## config.mk

```make
export PLATFORM = sky130hd
export DESIGN_NAME = mine_game_ctrl
export DESIGN_NICKNAME = d
export VERILOG_FILES = /design/src/rtl/mine_pkg.sv /design/src/rtl/mine_tick_gen.sv /design/src/rtl/mine_game_ctrl.sv
export SDC_FILE = /design/constraint.sdc
export NUM_CORES = 1
export LEC_CHECK = 0
export ABC_AREA = 0
export CAP_MARGIN = 20
export CORE_ASPECT_RATIO = 0.8
export CORE_MARGIN = 4
export CORE_UTILIZATION = 45
export CTS_BUF_LIST = sky130_fd_sc_hd__clkbuf_4 sky130_fd_sc_hd__clkbuf_8
export DETAILED_ROUTE_END_ITERATION = 16
export DONT_BUFFER_PORTS = 1
export PLACE_DENSITY_LB_ADDON = 0.15
export SLEW_MARGIN = 20
export SYNTH_ARGS = -nofsm -noshare
export SYNTH_HDL_FRONTEND = slang
export SYNTH_SLANG_ARGS = --single-unit
```

## constraint.sdc

```tcl
create_clock -name clock -period 2.95 [get_ports clock]
set_input_delay 0.885 -clock clock [delete_from_list [all_inputs] [get_ports clock]]
set_output_delay 0.885 -clock clock [all_outputs]
set_load 0.01 [all_outputs]
```

## src/rtl/mine_pkg.sv

```systemverilog
// mine_pkg: shared state type, matrix geometry and keypad mapping for the mine game
package mine_pkg;
  typedef enum logic [2:0] {S_IDLE, S_SELECT, S_COMMIT, S_CHECK, S_WIN, S_LOSE} state_t;
  localparam int NUM_AREAS = 8;
  localparam int AREA_W = 3;
  localparam int DOT_W = 16;
  localparam int ROWS = 8;
  localparam int COLS = 16;
  // key 0 lands on the MSB so the mask lines up with the matrix block's MSB-first area fill
  function automatic logic [DOT_W-1:0] key_bit(input logic [3:0] code);
    return DOT_W'(1) << (4'd15 - code);
  endfunction
endpackage

```

## src/rtl/mine_tick_gen.sv

```systemverilog
// mine_tick_gen: enable-gated prescaler emitting a one-cycle tick every DIV enabled cycles
module mine_tick_gen #(
  parameter int DIV = 50_000_000
) (
  input  logic clock,
  input  logic reset,
  input  logic en,
  output logic tick
);
  localparam int W = DIV > 1 ? $clog2(DIV) : 1;
  logic [W-1:0] cnt;
  assign tick = en && cnt == W'(DIV - 1);
  // counts only while enabled; dropping en freezes the count where it is
  always_ff @(posedge clock) begin
    if (!reset) cnt <= '0;
    else if (en) cnt <= tick ? '0 : cnt + 1'b1;
  end
endmodule

```

## src/rtl/mine_game_ctrl.sv

```systemverilog
// mine_game_ctrl: keypad/area sequencing, commit strobe, hit evaluation and round timer (MINE_GAME_TIMER_EN builds the countdown)
module mine_game_ctrl
  import mine_pkg::*;
#(
  parameter int TICK_DIV = 50_000_000,
  parameter int TIME_LIMIT = 60,
  parameter int MAX_TURNS = 8
) (
  input  logic              clock,
  input  logic              reset,
  input  logic              key_valid,
  input  logic [3:0]        key_code,
  input  logic              area_btn,
  input  logic              confirm_btn,
  input  logic              result,
  output logic [AREA_W-1:0] area,
  output logic [DOT_W-1:0]  dot,
  output logic              switch,
  output logic              finish,
  output logic              win,
  output logic              lose,
  output logic [3:0]        turns,
  output logic [7:0]        time_left
);
  state_t state;
  logic timeout;
  logic [3:0] turns_nxt;
  assign turns_nxt = (turns == 4'(MAX_TURNS)) ? turns : turns + 4'd1;
`ifdef MINE_GAME_TIMER_EN
  logic tick;
  mine_tick_gen #(.DIV(TICK_DIV)) u_tick (
    .clock(clock),
    .reset(reset),
    .en(state == S_SELECT),
    .tick(tick)
  );
  assign timeout = time_left == 8'd0 || (tick && time_left == 8'd1);
  // countdown: reload on game start, one step per tick while selecting, floor at zero
  always_ff @(posedge clock) begin
    if (!reset) time_left <= 8'(TIME_LIMIT);
    else if (state == S_IDLE && confirm_btn) time_left <= 8'(TIME_LIMIT);
    else if (state == S_SELECT && tick && time_left != 8'd0) time_left <= time_left - 8'd1;
  end
`else
  assign timeout = 1'b0;
  assign time_left = 8'(TIME_LIMIT);
`endif
  // sequencing: area/dot editing, commit strobe, hit evaluation and terminal flags
  always_ff @(posedge clock) begin
    if (!reset) begin
      state <= S_IDLE;
      area <= '0;
      dot <= '0;
      switch <= 1'b0;
      finish <= 1'b0;
      win <= 1'b0;
      lose <= 1'b0;
      turns <= '0;
    end else begin
      switch <= 1'b0;
      case (state)
        S_IDLE: if (confirm_btn) state <= S_SELECT;
        S_SELECT:
          if (timeout) begin
            state <= S_LOSE;
            finish <= 1'b1;
            lose <= 1'b1;
          end else if (confirm_btn) begin
            if (dot != '0) begin
              state <= S_COMMIT;
              switch <= 1'b1;
            end
          end else if (area_btn) begin
            area <= (area == AREA_W'(NUM_AREAS - 1)) ? '0 : area + 1'b1;
            dot <= '0;
          end else if (key_valid) dot <= dot ^ key_bit(key_code);
        S_COMMIT: state <= S_CHECK;
        S_CHECK:
          if (result) begin
            state <= S_LOSE;
            finish <= 1'b1;
            lose <= 1'b1;
          end else begin
            turns <= turns_nxt;
            if (turns_nxt == 4'(MAX_TURNS)) begin
              state <= S_WIN;
              finish <= 1'b1;
              win <= 1'b1;
            end else begin
              dot <= '0;
              state <= S_SELECT;
            end
          end
        default: ;
      endcase
    end
  end
endmodule

```

; Word-level counts from Yosys, hierarchy flattened
; Cells that the tools add are included.
[word_totals]
reg_bits = 30
out_inout_bits = 35
elab_cells = 58
[classes]
n_addsub = 3
n_eq_ne = 13
shifts = 1
mux = 17
bitwise_logic = 3
reduce_logical = 13
[ops]
columns = cell, count
row1 = $mux 16, 5
row2 = $pmux 16 s2, 1
row3 = $mux 3, 6
row4 = $reduce_bool 16->1, 1
row5 = $shl 1x4->16 const A, 1
row6 = $xor 16x16->16, 1
row7 = $ne 2x2->1 const B, 6
row8 = $pmux 3 s4, 1
row9 = $reduce_and 3->1, 3
row10 = $eq 4x4->1 const B, 2
row11 = $eq 3x2->1 const B, 2
row12 = $reduce_and 2->1, 3
row13 = $reduce_and 5->1, 1
row14 = $add 4x1->4 const B, 1
row15 = $mux 4, 1
row16 = $reduce_and 4->1, 1
row17 = $reduce_bool 2->1, 2
row18 = $reduce_bool 4->1, 1
row19 = $sub 4x4->4 const A, 1
row20 = $add 3x1->3 const B, 1
row21 = $eq 3x1->1 const B, 1
row22 = $eq 3x3->1 const B, 1
row23 = $logic_not 3->1, 1
row24 = $mux 1, 3
row25 = 2 further kinds, 3

; Logic depth before layout (Yosys ltp)
; Gate-level depths: netlist (run 1).
[depth]
depth_word = 7
depth_mapped = 7
depth_no_buf = 6

; Worst setup path before layout (run 1)
; Ideal clock, no wire load.
[synth_path]
path_kind = input port to flip-flop
start = in area_btn
end = reg dot[0]
setup_ns = 0.075
arrival_ns = 2.383
t_required_ns = 2.875
slack_ns = 0.492
stages = 6
n_path_buf = 2
cell_sequence = buf_6 > or4b_1 > buf_2 > or3_4 > o31a_1 > o22ai_1
[synth_via]
elab_chain_cells = 3
elab_cells_between_ends = 5
cone_classes = eq/ne (1) / mux (3) / reduce/logical (1)
[synth_rtl]
columns = element, line_no
row1 = start: declaration, mine_game_ctrl.sv:13  ; input logic area_btn,
row2 = $mux 16, mine_game_ctrl.sv:73  ; end else if (area_btn) begin
row3 = $mux 16, mine_game_ctrl.sv:68  ; end else if (confirm_btn) begin
row4 = $pmux 16 s2, mine_game_ctrl.sv:61  ; case (state)
row5 = end signal: assignment, mine_game_ctrl.sv:76  ; end else if (key_valid) dot <= dot ^ key_bit(key_code);
row6 = end: declaration, mine_game_ctrl.sv:17  ; output logic [DOT_W-1:0] dot,
; Several ways; a longest one is shown, not always the timed one. The select of a mux whose other input is x is not followed.
; A chain may end at the register's enable or synchronous reset.

; Final worst setup path (run 1)
[layout_path]
start = in area_btn
end = reg dot[12]
; The elaborated chain is that of the path after synthesis.

==> run summary, run 1 <==
Across all setup checks in the final design, the least slack found is 0.796 ns. Final standard cell count with taps included and fillers excluded: 259. Summed over all layers, the global routing overflow is 0. The design draws 822 uW. Setup repair after global routing left no endpoint under its margin. The tools report the CTS root buffer as sky130_fd_sc_hd__clkbuf_8.

Counting cells, the worst reg-to-reg path comes to 7. The critical path in this run is classified as in2reg. The floorplan step defined a core boundary enclosing 0.00378 sq mm. Setup violations remaining at the end of the flow were counted as 0. The horizontal die dimension is 78.0 microns.

The dominant synthesized flop cell was sky130_fd_sc_hd__dfxtp_1. The number of cells on the worst hold path is 2. The synthesized design contains 30 register bits.

The placer congestion estimate was 0.879. The starting density of the core is 0.467, and the distinct cell type count after synthesis is 49. The floorplan step set the die height to 64.0 microns. The count of fill cells added during filler insertion came out at 355. Power spread over the standard cell area amounts to 443 mW/mm^2. Once placement completed, the tool counted placed cells totaling 251.

For the data required time of the critical path, the log shows 3.16 ns. For the synthesized netlist cell count, the log shows 210. The area share of the largest cell type after synthesis is 0.340, and the worst-margin pin slew is 0.754 ns. In the synthesized netlist, the cells that appear most often are sky130_fd_sc_hd__dfxtp_1, sky130_fd_sc_hd__nand3_1, sky130_fd_sc_hd__nor2_1. The run gives 0 as the number of warning messages in the yosys log. In the final timing run, aggregate negative setup slack is 0 ns. Ratio of cells with drive above 1 in the final layout: 0.0833.

For the aggregate routed wire length, the log shows 4.74 mm. The number of antenna violations at the first check in global routing came out at 0. IR analysis of the VDD net gives a maximum drop of 0.000235 V. After clock tree synthesis, the clock-pin slew on the worst setup and hold paths is 0.07 ns. The tools report the standard cell area after detailed placement as 0.00176 sq mm.

The run finished with clean final reports. The pin count of the biggest net entering global routing is 25. By area the synthesized netlist is led by sky130_fd_sc_hd__dfxtp_1, sky130_fd_sc_hd__o22ai_1, sky130_fd_sc_hd__nand3_1, sky130_fd_sc_hd__o2111ai_1, sky130_fd_sc_hd__o31a_1.

The starting DRC count in detailed routing was 226. After detailed routing, the number of remaining DRC violations is 0. After clock tree synthesis, the repair step resized 0 gates.

The maximum clock insertion buffer count was 2; the post-route fraction of the period consumed by the critical path was 0.730. The die covers 0.00500 sq mm. For the share of the core filled with cells in the final layout, the log shows 0.491. Across all register-to-register paths, the minimum setup slack is 0.90 ns.

The critical path goes through or4b_1 -> or3_4 -> o31a_1 -> o22ai_1. The biggest area contributor in the post-synthesis netlist is sky130_fd_sc_hd__dfxtp_1. The worst hold path begins at win$_SDFFE_PN0P_. Prior to clock tree synthesis, the placed netlist has a worst setup slack of 0.504 ns. The worst register-to-register path ends at dot[5]$_SDFFE_PN0P_. The tools report the wire length of the first global-routing pass as 7.82 mm. The number of buffers inserted by post-CTS setup repair was 0; the global-route usage over all layers was 0.196.

STA puts the critical path data arrival time at 2.37 ns. The share of the yosys chip area belonging to registers was 0.340; the count of buffers inserted at the top-level ports was 0. The logs give 0.00177 sq mm for the area of the mapped netlist and 0.29 ns for the latest clock arrival within the worst-skew pair. The number of primary I/O pins is 45. Class of the most critical hold timing path: reg2reg. The worst path in the final design needs a cycle of 2.15 ns, including I/O delays and setup. The largest individual stage delay along the critical path comes from the cell sky130_fd_sc_hd__or4b_1.

After detailed routing, the average wire length per cell comes to 18.3 microns. The sort of element at the start of the critical path is an input port. The run gives 0 as the number of endpoints with negative hold slack in the final report. The level count of the clock H-tree was 2.

The via count was 1,651; the count of maximum capacitance violations was 0. The number of routed nets with antenna violations came out at 0. The category of the worst setup path capture point is a flip-flop. The via count of the first global-routing pass was 1,565. TritonCTS built the clock tree. Timing would allow up to 464 MHz. Once detailed placement completed, the half-perimeter wirelength came to 3.36 mm. On the final layout, the worst hold slack is 0.500 ns. For this run, the post-layout net count is 217. For hold timing, the worst endpoint is win$_SDFFE_PN0P_. The most frequently used cell type in the post-synthesis netlist was sky130_fd_sc_hd__dfxtp_1. The share of synthesized registers carrying an async set or reset was 0. For the worst-case headroom to the max-slew limit, the log shows 0.497. From synthesis to final layout, the design area changed by 5.10%.

Across the routed clock network, the largest skew measured is 0.00602 ns. The number of pins with negative max-slew slack in the final report was 0. On the critical path the largest part of the delay comes from simple AND/OR/NAND/NOR gates. After detailed routing, the number of vias per cell comes to 6.37. The number of synthesized flops with an enable pin is 0, and the biggest fanout along the worst timing path is 9.

For this design, the CTS-stage hold fixing added 0 buffers. The largest single stage delay on the critical path is 0.59 ns. Summed over all cells, the static leakage comes to 0.652 nW.

Number of detailed-routing iterations run before antenna repair: 4. In this run the mean area of a mapped cell was 8.41 sq um. The area of all placed cells without fillers was 0.00186 sq mm; the total buffers and inverters traversed by the critical path was 0. The number of antenna diodes in the final layout is 0. The floorplan has 20 rows. The TritonCTS sink count came out at 30.

The worst register-to-register path begins at turns[0]$_SDFFE_PN0P_. The number of clock buffers added by TritonCTS is 5.
## worst min-delay path, stage by stage, from the launching register on
cell                      delay [ns]
sky130_fd_sc_hd__dfxtp_1        0.34
sky130_fd_sc_hd__inv_1          0.06
sky130_fd_sc_hd__a21oi_1        0.05
## worst max-delay path by stage
| stage | start | to | slack [ns] | cells after the start |
|---|---|---|---|---|
| final | area_btn | dot[12]$_SDFFE_PN0P_ | 0.80 | 4 |
| after global routing | turns[0]$_SDFFE_PN0P_ | dot[5]$_SDFFE_PN0P_ | 0.74 | 7 |
| after CTS | area_btn | dot[12]$_SDFFE_PN0P_ | 0.80 | 4 |
| after detailed placement | area_btn | dot[12]$_SDFFE_PN0P_ | 0.50 | 4 |
| after global placement | area_btn | dot[12]$_SDFFE_PN0P_ | 0.54 | 4 |
| after floorplan | area_btn | dot[0]$_SDFFE_PN0P_ | 0.49 | 6 |
## logic make-up after synthesis
| group | Yosys count | synth area share |
|---|---|---|
| other | 2 | 0.00425 |
| AND/OR/NAND/NOR | 71 | 0.230 |
| adder cells (fa/ha/maj) | 4 | 0.0283 |
| multiplexers | 2 | 0.0113 |
| flip-flops | 30 | 0.340 |
| AO/OA/AOI/OAI | 69 | 0.289 |
| XOR/XNOR | 2 | 0.00992 |
| buffers and inverters | 30 | 0.0865 |
## metal layers
layer	part of all wire	vias up	GRT usage
met1	0.43	766	0.272
met5	0	-	0
met3	0.14	4	0.0803
li1	-	791	-
met2	0.43	90	0.286
met4	0.0063	0	0.0393
## cells in the final DEF, fill, tap and decap left out, types with 2 or more instances in the layout
| master | n |
|---|---|
| sky130_fd_sc_hd__o22ai_1 | 12 |
| sky130_fd_sc_hd__dfxtp_1 | 30 |
| sky130_fd_sc_hd__inv_1 | 6 |
| sky130_fd_sc_hd__o31a_1 | 8 |
| sky130_fd_sc_hd__nand2b_1 | 7 |
| sky130_fd_sc_hd__clkbuf_8 | 6 |
| sky130_fd_sc_hd__nand4b_1 | 2 |
| sky130_fd_sc_hd__o31ai_1 | 3 |
| sky130_fd_sc_hd__or3_4 | 2 |
| sky130_fd_sc_hd__nor2_1 | 14 |
| sky130_fd_sc_hd__mux2i_1 | 2 |
| sky130_fd_sc_hd__nand2_1 | 9 |
| sky130_fd_sc_hd__conb_1 | 8 |
| sky130_fd_sc_hd__o2111ai_1 | 8 |
| sky130_fd_sc_hd__o221ai_1 | 3 |
| sky130_fd_sc_hd__nand3_1 | 14 |
| sky130_fd_sc_hd__nand4_1 | 2 |
| sky130_fd_sc_hd__a21oi_1 | 9 |
| sky130_fd_sc_hd__o311a_1 | 4 |
| sky130_fd_sc_hd__nor4_1 | 9 |
| sky130_fd_sc_hd__ha_1 | 4 |
| sky130_fd_sc_hd__o21ai_0 | 4 |
| sky130_fd_sc_hd__a22oi_1 | 4 |
| sky130_fd_sc_hd__nor4bb_1 | 2 |
| sky130_fd_sc_hd__buf_4 | 3 |
| sky130_fd_sc_hd__a31oi_1 | 6 |
## area by class of cell
cell class | instances | area (sq um) | area share
flip-flops and latches | 30 | 601 | 0.324
inverters | 6 | 22.5 | 0.0121
clock inverters | 2 | 12.5 | 0.00674
multi-input cells | 156 | 1030 | 0.558
clock buffers | 6 | 82.6 | 0.0445
repair buffers | 4 | 33.8 | 0.0182
well taps | 55 | 68.8 | 0.0371
## flip-flops by register name, summed over array words and instances (netlist names)
signal  flops
dot        16
area        3
lose        1
turns       4
finish      1
switch      1
state       3
win         1
## power by group
part | switching [mW] | leakage [nW] | internal [mW]
sequential | 0.00580 | 0.242 | 0.408
combinational | 0.0392 | 0.363 | 0.0181
clock | 0.163 | 0.0472 | 0.187
total | 0.208 | 0.652 | 0.614
No activity file was read; power rests on OpenSTA's default activity.
==> inputs of run 2 (changes only) <==
==> constraint.sdc (replaced) <==
create_clock -name clock -period 2.1 [get_ports clock]
set_input_delay 0.63 -clock clock [delete_from_list [all_inputs] [get_ports clock]]
set_output_delay 0.63 -clock clock [all_outputs]
set_load 0.01 [all_outputs]
==> run summary, run 2 (synthesis gave the netlist of run 1 again) <==
Global-route usage over all layers: 0.192. Register with the most flip-flops: dot. The DRC violation count after routing came out at 0. The core region is 0.00378 sq mm. Detailed placement finished with a half-perimeter wire length of 3.36 mm. The final worst clock skew was 0.00338 ns; the total power density per cell area was 583 mW/mm^2. The worst-case headroom to the max-slew limit was 0.657. The proportion of total power due to net switching was 0.249; the count of fill cells added during filler insertion was 349. In this run the worst hold path is classified as reg2reg. The routed design has 4.61 mm of wire. In this run, CTS created clock tree buffers numbering 5.

The flip-flop count of the largest register, all copies and words added is 16, and the count of buffers inserted at the top-level ports is 0. The final number of setup-violating endpoints is 0. Starting density of the core: 0.467. The number of primary I/O pins was 45; the number of detailed-routing iterations run before antenna repair was 4. After detailed routing, the average wire length per cell comes to 17.5 microns. The die covers 0.00500 sq mm. Counting instances, the worst hold path has a depth of 2. For the number of endpoints with negative hold slack in the final report, the log shows 0.

STA classifies the critical path startpoint as a flip-flop. The tools report the total leakage power as 0.678 nW. The ratio of cells with drive above 1 in the final layout is 0.105, and the number of cells on the worst reg-to-reg path is 4.

The data required time of the critical path came out at 2.31 ns. The logs give 0.000298 V for the peak ir drop on the vdd network and 0 for the total global routing overflow. The congestion estimate from routability-driven global placement came to 0.882. The logs give 1,659 for the via count and 257 for the cell count after placement. The setup path with the least slack is of type reg2reg. Summing all placed instances gives a cell area of 0.00180 sq mm.

The final antenna diode count is 0, and the latest clock arrival within the worst-skew pair is 0.28 ns. The library cell used most frequently in the layout, excluding fill and tap cells, is sky130_fd_sc_hd__dfxtp_1. Measured along the x axis, the die boundary spans 78.0 microns. Clock share of power: 0.392.

The tools report the net switching power figure as 273 uW. The via count of the first global-routing pass is 1,526, and the total internal power is 823 uW. The share of the core filled with cells in the final layout was 0.498.

The largest registers in the layout are dot: 16 flops, turns: 4 flops. Number of buffers inserted by post-CTS setup repair: 0. The detail route stage leaves a number of antenna-violating nets equal to 0.

At the pin with the least slew margin, the transition time is 0.512 ns. The completed layout was analyzed and its total power is 1.10 mW. The first global-routing pass estimated 7.67 mm of wire. For this run, the top clock speed supported by timing is 543 MHz. The run gives 0.077 as the proportion of power drawn by combinational gates. Counting I/O delays and the setup requirement, the final critical path takes 1.84 ns. The run finished with clean final reports. At the end of the flow, the number of nets in the layout was 223.

Of all nets on the critical path, the largest fanout is 7. TritonCTS built the clock tree. The clock edge transition at the registers on the reported setup and hold paths was 0.06 ns. The top cell types in the final layout, fill and taps aside, are sky130_fd_sc_hd__dfxtp_1, sky130_fd_sc_hd__nor2_1, sky130_fd_sc_hd__nand3_1. Setup repair after global routing left no endpoint under its margin.

The number of pins with negative max-slew slack in the final report is 0, and the area of all placed cells without fillers is 0.00188 sq mm. Number of cells upsized or downsized after cts: 0. Across the run, the number of max-cap violations was 0.

The post-route fraction of the period consumed by the critical path works out to 0.876. After detailed routing, the number of vias per cell comes to 6.28. In this run, the number of DRC markers left after iteration 0 of detailed routing was 236. For flop-to-flop paths, the worst setup slack is 0.26 ns.

The TritonCTS sink count is 30. The longest clock path from root to sink contains 2 buffers. The run gives 2 as the level count of the clock H-tree. The number of antenna violations at the first check in global routing came out at 0. The pin count of the biggest net entering global routing was 20; the die extent in y was 64.0 microns. Area added between synthesis and finish: 6.52%. The worst setup path is captured at a flip-flop.

The number of placement rows is 20, and the sequential share of power is 0.531. For this design, the CTS-stage hold fixing added 0 buffers. Clock tree synthesis selected as its root buffer the cell sky130_fd_sc_hd__clkbuf_8. Leaving out filler cells and counting taps, the final layout contains 264. The data arrival time of the critical path is 2.05 ns.
## run 2: cell count changes in the layout (fill, tap and decap cells not counted)
cell and change:
sky130_fd_sc_hd__buf_6 -1, sky130_fd_sc_hd__buf_4 +7, sky130_fd_sc_hd__clkinv_2 +1, sky130_fd_sc_hd__clkbuf_8 -1, sky130_fd_sc_hd__clkinvlp_4 -1
## run 2: metrics by stage
stage,setup TNS [ns],setup slack (ns),hold slack [ns]
global placement,0,0.0328,0.486
detailed placement,0,0.0227,0.483
finish,0,0.259,0.492
global route,0,0.127,0.480
CTS,0,0.270,0.486
floorplan,-0.772,-0.0687,0.470
## run 2: area by class of cell
type	instances	area, sq um	share of cell area
Inverter	6	22.5	0.0120
Clock buffer	5	68.8	0.0366
Clock inverter	2	10.0	0.00532
Sequential cell	30	601	0.319
Tap cell	55	68.8	0.0366
Timing Repair Buffer	10	75.1	0.0399
Multi-Input combinational cell	156	1030	0.550
## run 2: critical path: stages, from the launching register on
cell and delay [ns]:
sky130_fd_sc_hd__dfxtp_1 0.44, sky130_fd_sc_hd__or4b_1 0.55, sky130_fd_sc_hd__or3_4 0.39, sky130_fd_sc_hd__o31a_1 0.25, sky130_fd_sc_hd__o22ai_1 0.14
## run 2: power groups by stage
stage	Sequential [mW]	Clock, mW	Combinational, mW
2_1_floorplan	0.592	0	0.0902
3_3_place_gp	0.594	0	0.0805
3_5_place_dp	0.594	0	0.0825
4_1_cts	0.582	0.441	0.0827
5_1_grt	0.582	0.470	0.0927
6_report	0.582	0.429	0.0845
## run 2: worst paths after layout
check	startpoint	to
min	win$_SDFFE_PN0P_	win$_SDFFE_PN0P_
max reg2reg	state[0]$_SDFFE_PN0P_	dot[6]$_SDFFE_PN0P_
min reg2reg	win$_SDFFE_PN0P_	win$_SDFFE_PN0P_
max	state[0]$_SDFFE_PN0P_	dot[6]$_SDFFE_PN0P_
## run 2: routing by layer
| metal | vias to the layer above | wire (microns) | GRT usage |
|---|---|---|---|
| met1 | 783 | 2160 | 0.270 |
| met3 | 5 | 515 | 0.0690 |
| li1 | 796 | - | - |
| met4 | 0 | 21 | 0.0480 |
| met5 | - | 0 | 0 |
| met2 | 75 | 1910 | 0.278 |
==> variant 1 (config.mk and constraints of run 2) <==
The package constant `DOT_W` goes from 16 to 32.
--- a/src/rtl/mine_pkg.sv
+++ b/src/rtl/mine_pkg.sv
@@ -3,7 +3,7 @@
   typedef enum logic [2:0] {S_IDLE, S_SELECT, S_COMMIT, S_CHECK, S_WIN, S_LOSE} state_t;
   localparam int NUM_AREAS = 8;
   localparam int AREA_W = 3;
-  localparam int DOT_W = 16;
+  localparam int DOT_W = 32;
   localparam int ROWS = 8;
   localparam int COLS = 16;
   // key 0 lands on the MSB so the mask lines up with the matrix block's MSB-first area fill
Ports: changed (resized dot); port bits go from 45 to 61. The function was not compared with the original's and may differ.
==> variant 1 against run 2 <==
  * Power increased by 7.0%
  * Area after synthesis increased by 3.5%
  * Synthesized cell count increased by 6.7%
  * Setup slack got worse by 0.036 ns
  * Highest routed layer unchanged
  * Design area increased by 1.5%
  * Sequential power about the same
  * Sequential cell count unchanged
  * Routed wire length decreased by 5.3%
  * Combinational power increased by 15%
==> variant 1: results (changes against run 2) <==
- Sequential area share after synthesis: 0.329 (-0.0114)
- Total GRT Usage: 0.179 (-0.0127)
- Met3 usage: 0.0806 (+0.0115)
- Crit-path max FO: 16 (+9)
- R2R Path Start: turns[0]
- Met3 wire length: 561 µm (+8.9%)
- Share of cells above drive strength 1: 0.105 (-0.000460)
- Worst Hold Class: input pin to flip-flop
- R2R Setup Slk: 0.22 ns (-0.04 ns)
- DRC marker count from the first detailed-route iteration: 146 (-38%)
- Post-synth top cells: dfxtp_1 (30), o21ai_0 (30), buf_4 (24)
- Gpl congestion: 0.929 (+5.4%)
- Largest net degree at the start of global routing: 22 (+10%)
- CP max stage delay: 0.47 ns (-0.08 ns)
- Pleak: 0.000743 µW (+9.5%)
- Vias in the first global route: 1332 (-13%)
- Critical Path Slowest Stage Cell: o31a_2
- Post-DP Area: 1810 µm² (+0.62%)
- GR Util met2: 0.227 (-0.0509)
- Wire length on met1: 2.01 mm (-7.0%)
- Hold Path Stages: 1 (-1)
- Top cells by area, synth: dfxtp_1 (33%), buf_4 (9.9%), o21ai_0 (8.2%)
- Global-route wire length before repair: 7.04 mm (-8.1%)
- Drt first pass iters: 5 (+1)
- DP HPWL: 3.18 mm (-5.2%)
- Final #Nets: 242 (+8.5%)
- FILL cells: 402 (+15%)
- Slew HR: 0.651 (-0.00650)
- Routed wl met2: 1.73 mm (-9.8%)
- Worst R2R Path Depth: 6 (+2)
- Via count: 1577 (-4.9%)
- Status: complete, no violations
- Grt met1 use: 0.260 (-0.00998)
-- variant 1: layout make-up --
class	count	area share
clock inverters	1	0.00262
flip-flops and latches	30	0.315
well taps	55	0.0360
clock buffers	7	0.0472
inverters	5	0.00983
repair buffers	7	0.0275
multi-input cells	179	0.562
-- variant 1: through the flow --
step	total power [µW]	setup slack [ns]	hold slack, ns	utilization
floorplan	709	0.144	0.492	-
global placement	691	0.0926	0.524	0.470
detailed placement	691	0.0901	0.524	0.470
CTS	1180	0.0701	0.462	0.495
global route	1230	0.0216	0.449	0.495
finish	1170	0.224	0.468	0.495
-- variant 1: power breakdown --
group          switching [µW]  total, µW  internal, µW
clock network             215        492           277
registers                8.97        584           575
logic                    64.3       96.8          32.5
total                     288       1170           884
-- variant 1: how the worst max path moves through the flow --
stage / to / cells past startpoint / start / slack [ns]
floorplan: dot[11] / 4 / confirm_btn / 0.14
global placement: dot[3] / 6 / turns[0] / 0.09
detailed placement: dot[2] / 6 / turns[0] / 0.09
CTS: dot[2] / 6 / turns[0] / 0.07
global route: dot[11] / 6 / turns[0] / 0.02
finish: dot[11] / 6 / turns[0] / 0.22
-- variant 1: logic make-up (layout without fill, tap and decap cells) --
family                     after synthesis  in the layout  share of synthesized area
xor gates and xnor gates                 3              3                     0.0144
AOI/OAI and AO/OA                       67             67                      0.230
other                                    2             24                    0.00411
DFF                                     30             30                      0.329
buffers and inverters                   37             20                      0.129
adders and majority gates                4              4                     0.0274
muxes                                    1              1                    0.00548
and+or+nand+nor                         80             80                      0.260
-- variant 1: worst max-delay path: cells and delay by family (launching register included) --
family / cells / cell delay [ns]
buffers and inverters: 1 / 0.07
flip-flops: 1 / 0.45
adder cells (fa/ha/maj): 1 / 0.23
AO/OA/AOI/OAI: 4 / 1.05
==> variant 2 (flow settings as in run 2) <==
Made on the original files. Register the output `turns` once more; this adds one clock of latency there. The other outputs are not delayed to match.
--- a/src/rtl/mine_game_ctrl.sv
+++ b/src/rtl/mine_game_ctrl.sv
@@ -22,10 +22,12 @@
   output logic [3:0]        turns,
   output logic [7:0]        time_left
 );
+
+  logic [3:0] turns_s0;
   state_t state;
   logic timeout;
   logic [3:0] turns_nxt;
-  assign turns_nxt = (turns == 4'(MAX_TURNS)) ? turns : turns + 4'd1;
+  assign turns_nxt = (turns_s0 == 4'(MAX_TURNS)) ? turns_s0 : turns_s0 + 4'd1;
 `ifdef MINE_GAME_TIMER_EN
   logic tick;
   mine_tick_gen #(.DIV(TICK_DIV)) u_tick (
@@ -55,7 +57,7 @@
       finish <= 1'b0;
       win <= 1'b0;
       lose <= 1'b0;
-      turns <= '0;
+      turns_s0 <= '0;
     end else begin
       switch <= 1'b0;
       case (state)
@@ -81,7 +83,7 @@
             finish <= 1'b1;
             lose <= 1'b1;
           end else begin
-            turns <= turns_nxt;
+            turns_s0 <= turns_nxt;
             if (turns_nxt == 4'(MAX_TURNS)) begin
               state <= S_WIN;
               finish <= 1'b1;
@@ -95,5 +97,9 @@
       endcase
     end
   end
+  always_ff @(posedge clock) begin
+    turns <= turns_s0;
+  end
+
 endmodule
 
Check against the original RTL: not equivalent (Yosys sat finds a counterexample within 10 cycles, from zero or initial values and one cycle with reset low).
==> variant 2 against run 2 <==
  * Setup slack got worse by 0.10 ns
  * Hold slack got worse by 0.079 ns
  * Critical path type unchanged
  * Routed wire length shrank 3.6%
  * Power is 14% higher
  * Sequential cell count increased by 4
  * Combinational power decreased by 5.1%
  * Highest routed layer unchanged
  * Area after synthesis up 0.57%
  * Design area grew 1.7%
==> variant 2: results (changes against run 2) <==
- Status: complete, no violations
- DP HPWL: 3.01 mm (-10%)
- Drt first pass iters: 4 (unchanged)
- CP max stage delay: 0.47 ns (-0.08 ns)
- Largest net degree at the start of global routing: 20 (unchanged)
- Critical path's top delay family: compound AO/OA/AOI/OAI gates
- Minimum clock period: 1.94 ns (+0.102 ns)
- Placed cell count: 263 (+2.3%)
- Async S/R FF share, synth: 0 (unchanged)
- Wire length on met1: 2.06 mm (-4.7%)
- Met3 wire length: 407 µm (-21%)
- Post-synthesis area per instance: 8.14 µm² (-3.1%)
- CP Data Arrival Time: 2.10 ns (+0.05 ns)
- Initial antenna violation count: 0 (unchanged)
- Share of cells above drive strength 1: 0.101 (-0.00388)
- VDD IR-drop max: 0.313 mV (+5.2%)
- CTS H-tree depth: 2 (unchanged)
- Final #Nets: 230 (+3.1%)
- Clk_skew: 0.00709 ns (+0.00371 ns)
- Sequential area share after synthesis: 0.383 (+0.0432)
- CTS Buf Count: 5 (unchanged)
- FILL cells: 396 (+13%)
- Worst Hold Margin: 0.413 ns (-0.0786 ns)
- Place WS: -0.0728 ns (-0.0956 ns)
- Mux cell area share after synthesis: 0 (-0.0113)
- CTS root buf: clkbuf_8
- Dominant register cell in the synthesized netlist: dfxtp_1
- Routed wl met2: 1.87 mm (-2.4%)
- YS warnings: 0 (unchanged)
- Crit-path max FO: 8 (+1)
- DRC marker count from the first detailed-route iteration: 127 (-46%)
- Post-synthesis compound-gate area fraction: 0.233 (-0.0566)
- Gpl congestion: 0.807 (-8.5%)
- Global-route wire length before repair: 7.35 mm (-4.1%)
- Total GRT Usage: 0.185 (-0.00677)
- Post-synth top cells: o21ai_0 (37), dfxtp_1 (34), nand2_1 (20)
- Adder-Cell Fraction of Synth Area: 0.0282 (-0.000160)
- Pleak: 0.000654 µW (-3.6%)
- Top cells by area, synth: dfxtp_1 (38%), o21ai_0 (10%), or3_1 (5.3%)
- Skew-Pair Late Insertion Delay: 0.28 ns (about the same)
- Slew HR: 0.592 (-0.0650)
- EDFF count, synth: 0 (unchanged)
- Worst Hold Class: flip-flop to flip-flop
- Post-Synth XOR/XNOR Area: 0.00987 (-0.0000559)
- Vias in the first global route: 1473 (-3.5%)
- Biggest regs: dot: 16 flops, turns: 4 flops, turns_s0: 4 flops
- Finished Layout Cells: 272 (+3.0%)
- DR top layer: met4
- IO Port Bufs: 0 (unchanged)
- WL final: 4.44 mm (-3.6%)
- Critical Path Slowest Stage Cell: nor3_1
- Via count: 1574 (-5.1%)
- Clock-pin slew on the worst setup and hold paths: 0.07 ns
- CTS Buffer Depth: 2 (unchanged)
- Library cells used by synthesis: 37 (-24%)
## variant 2: changes by cell type in the layout (fill, tap and decap cells not counted), sizes merged, moves of 5 or more
cell     change
o21ai       +33
a311oi       +6
o22ai       -12
nand2       +11
o2111ai      -8
or3         +12
a31oi        -5
a211oi       +9
nor4         -5
nand3        -7
o31a         -8
## variant 2: layer usage
layer	track usage	vias up
li1	-	779
met1	0.251	728
met2	0.267	56
met3	0.0648	11
met4	0.0742	0
met5	0	-
## variant 2: final timing paths
kind,from,end,depth (start not counted)
worst min-delay path,turns_s0[0],turns[0],0
worst min register to register,turns_s0[0],turns[0],0
worst max register to register,turns_s0[0],dot[8],6
worst max-delay path,turns_s0[0],dot[8],6
## variant 2: repair_timing
action	in CTS	in global routing
setup buffers	0	0
gates cloned	1	0
resized for setup	2	2
endpoints found under the setup margin	16	19
pin swaps	1	3
## variant 2: cell families (layout without fill, tap and decap cells)
group,Yosys count,count (layout)
simple gates,79,79
compound gates,69,70
flops,34,34
buf+inv,28,20
fa+ha+maj,4,4
other cells,2,8
xor+xnor,2,2
## variant 2: report_power, final
group	switching [µW]	leakage, µW	internal, µW
Clock	233	0.0000517	277
Sequential	5.93	0.000275	649
Combinational	51.2	0.000328	29.0
Total	290	0.000654	955
## variant 2: per-stage QoR
step / power [µW] / cell area (µm²)
floorplan: 746 / 1800
global placement: 746 / 1790
detailed placement: 747 / 1790
CTS: 1260 / 1900
global route: 1310 / 1910
finish: 1250 / 1910
## variant 2: cell type report
cell class              instances  share of cell area
clock inverters                 1             0.00262
repair buffers                  6              0.0236
multi-input cells             163               0.522
inverters                       6              0.0118
clock buffers                   7              0.0471
flip-flops and latches         34               0.357
well taps                      55              0.0360
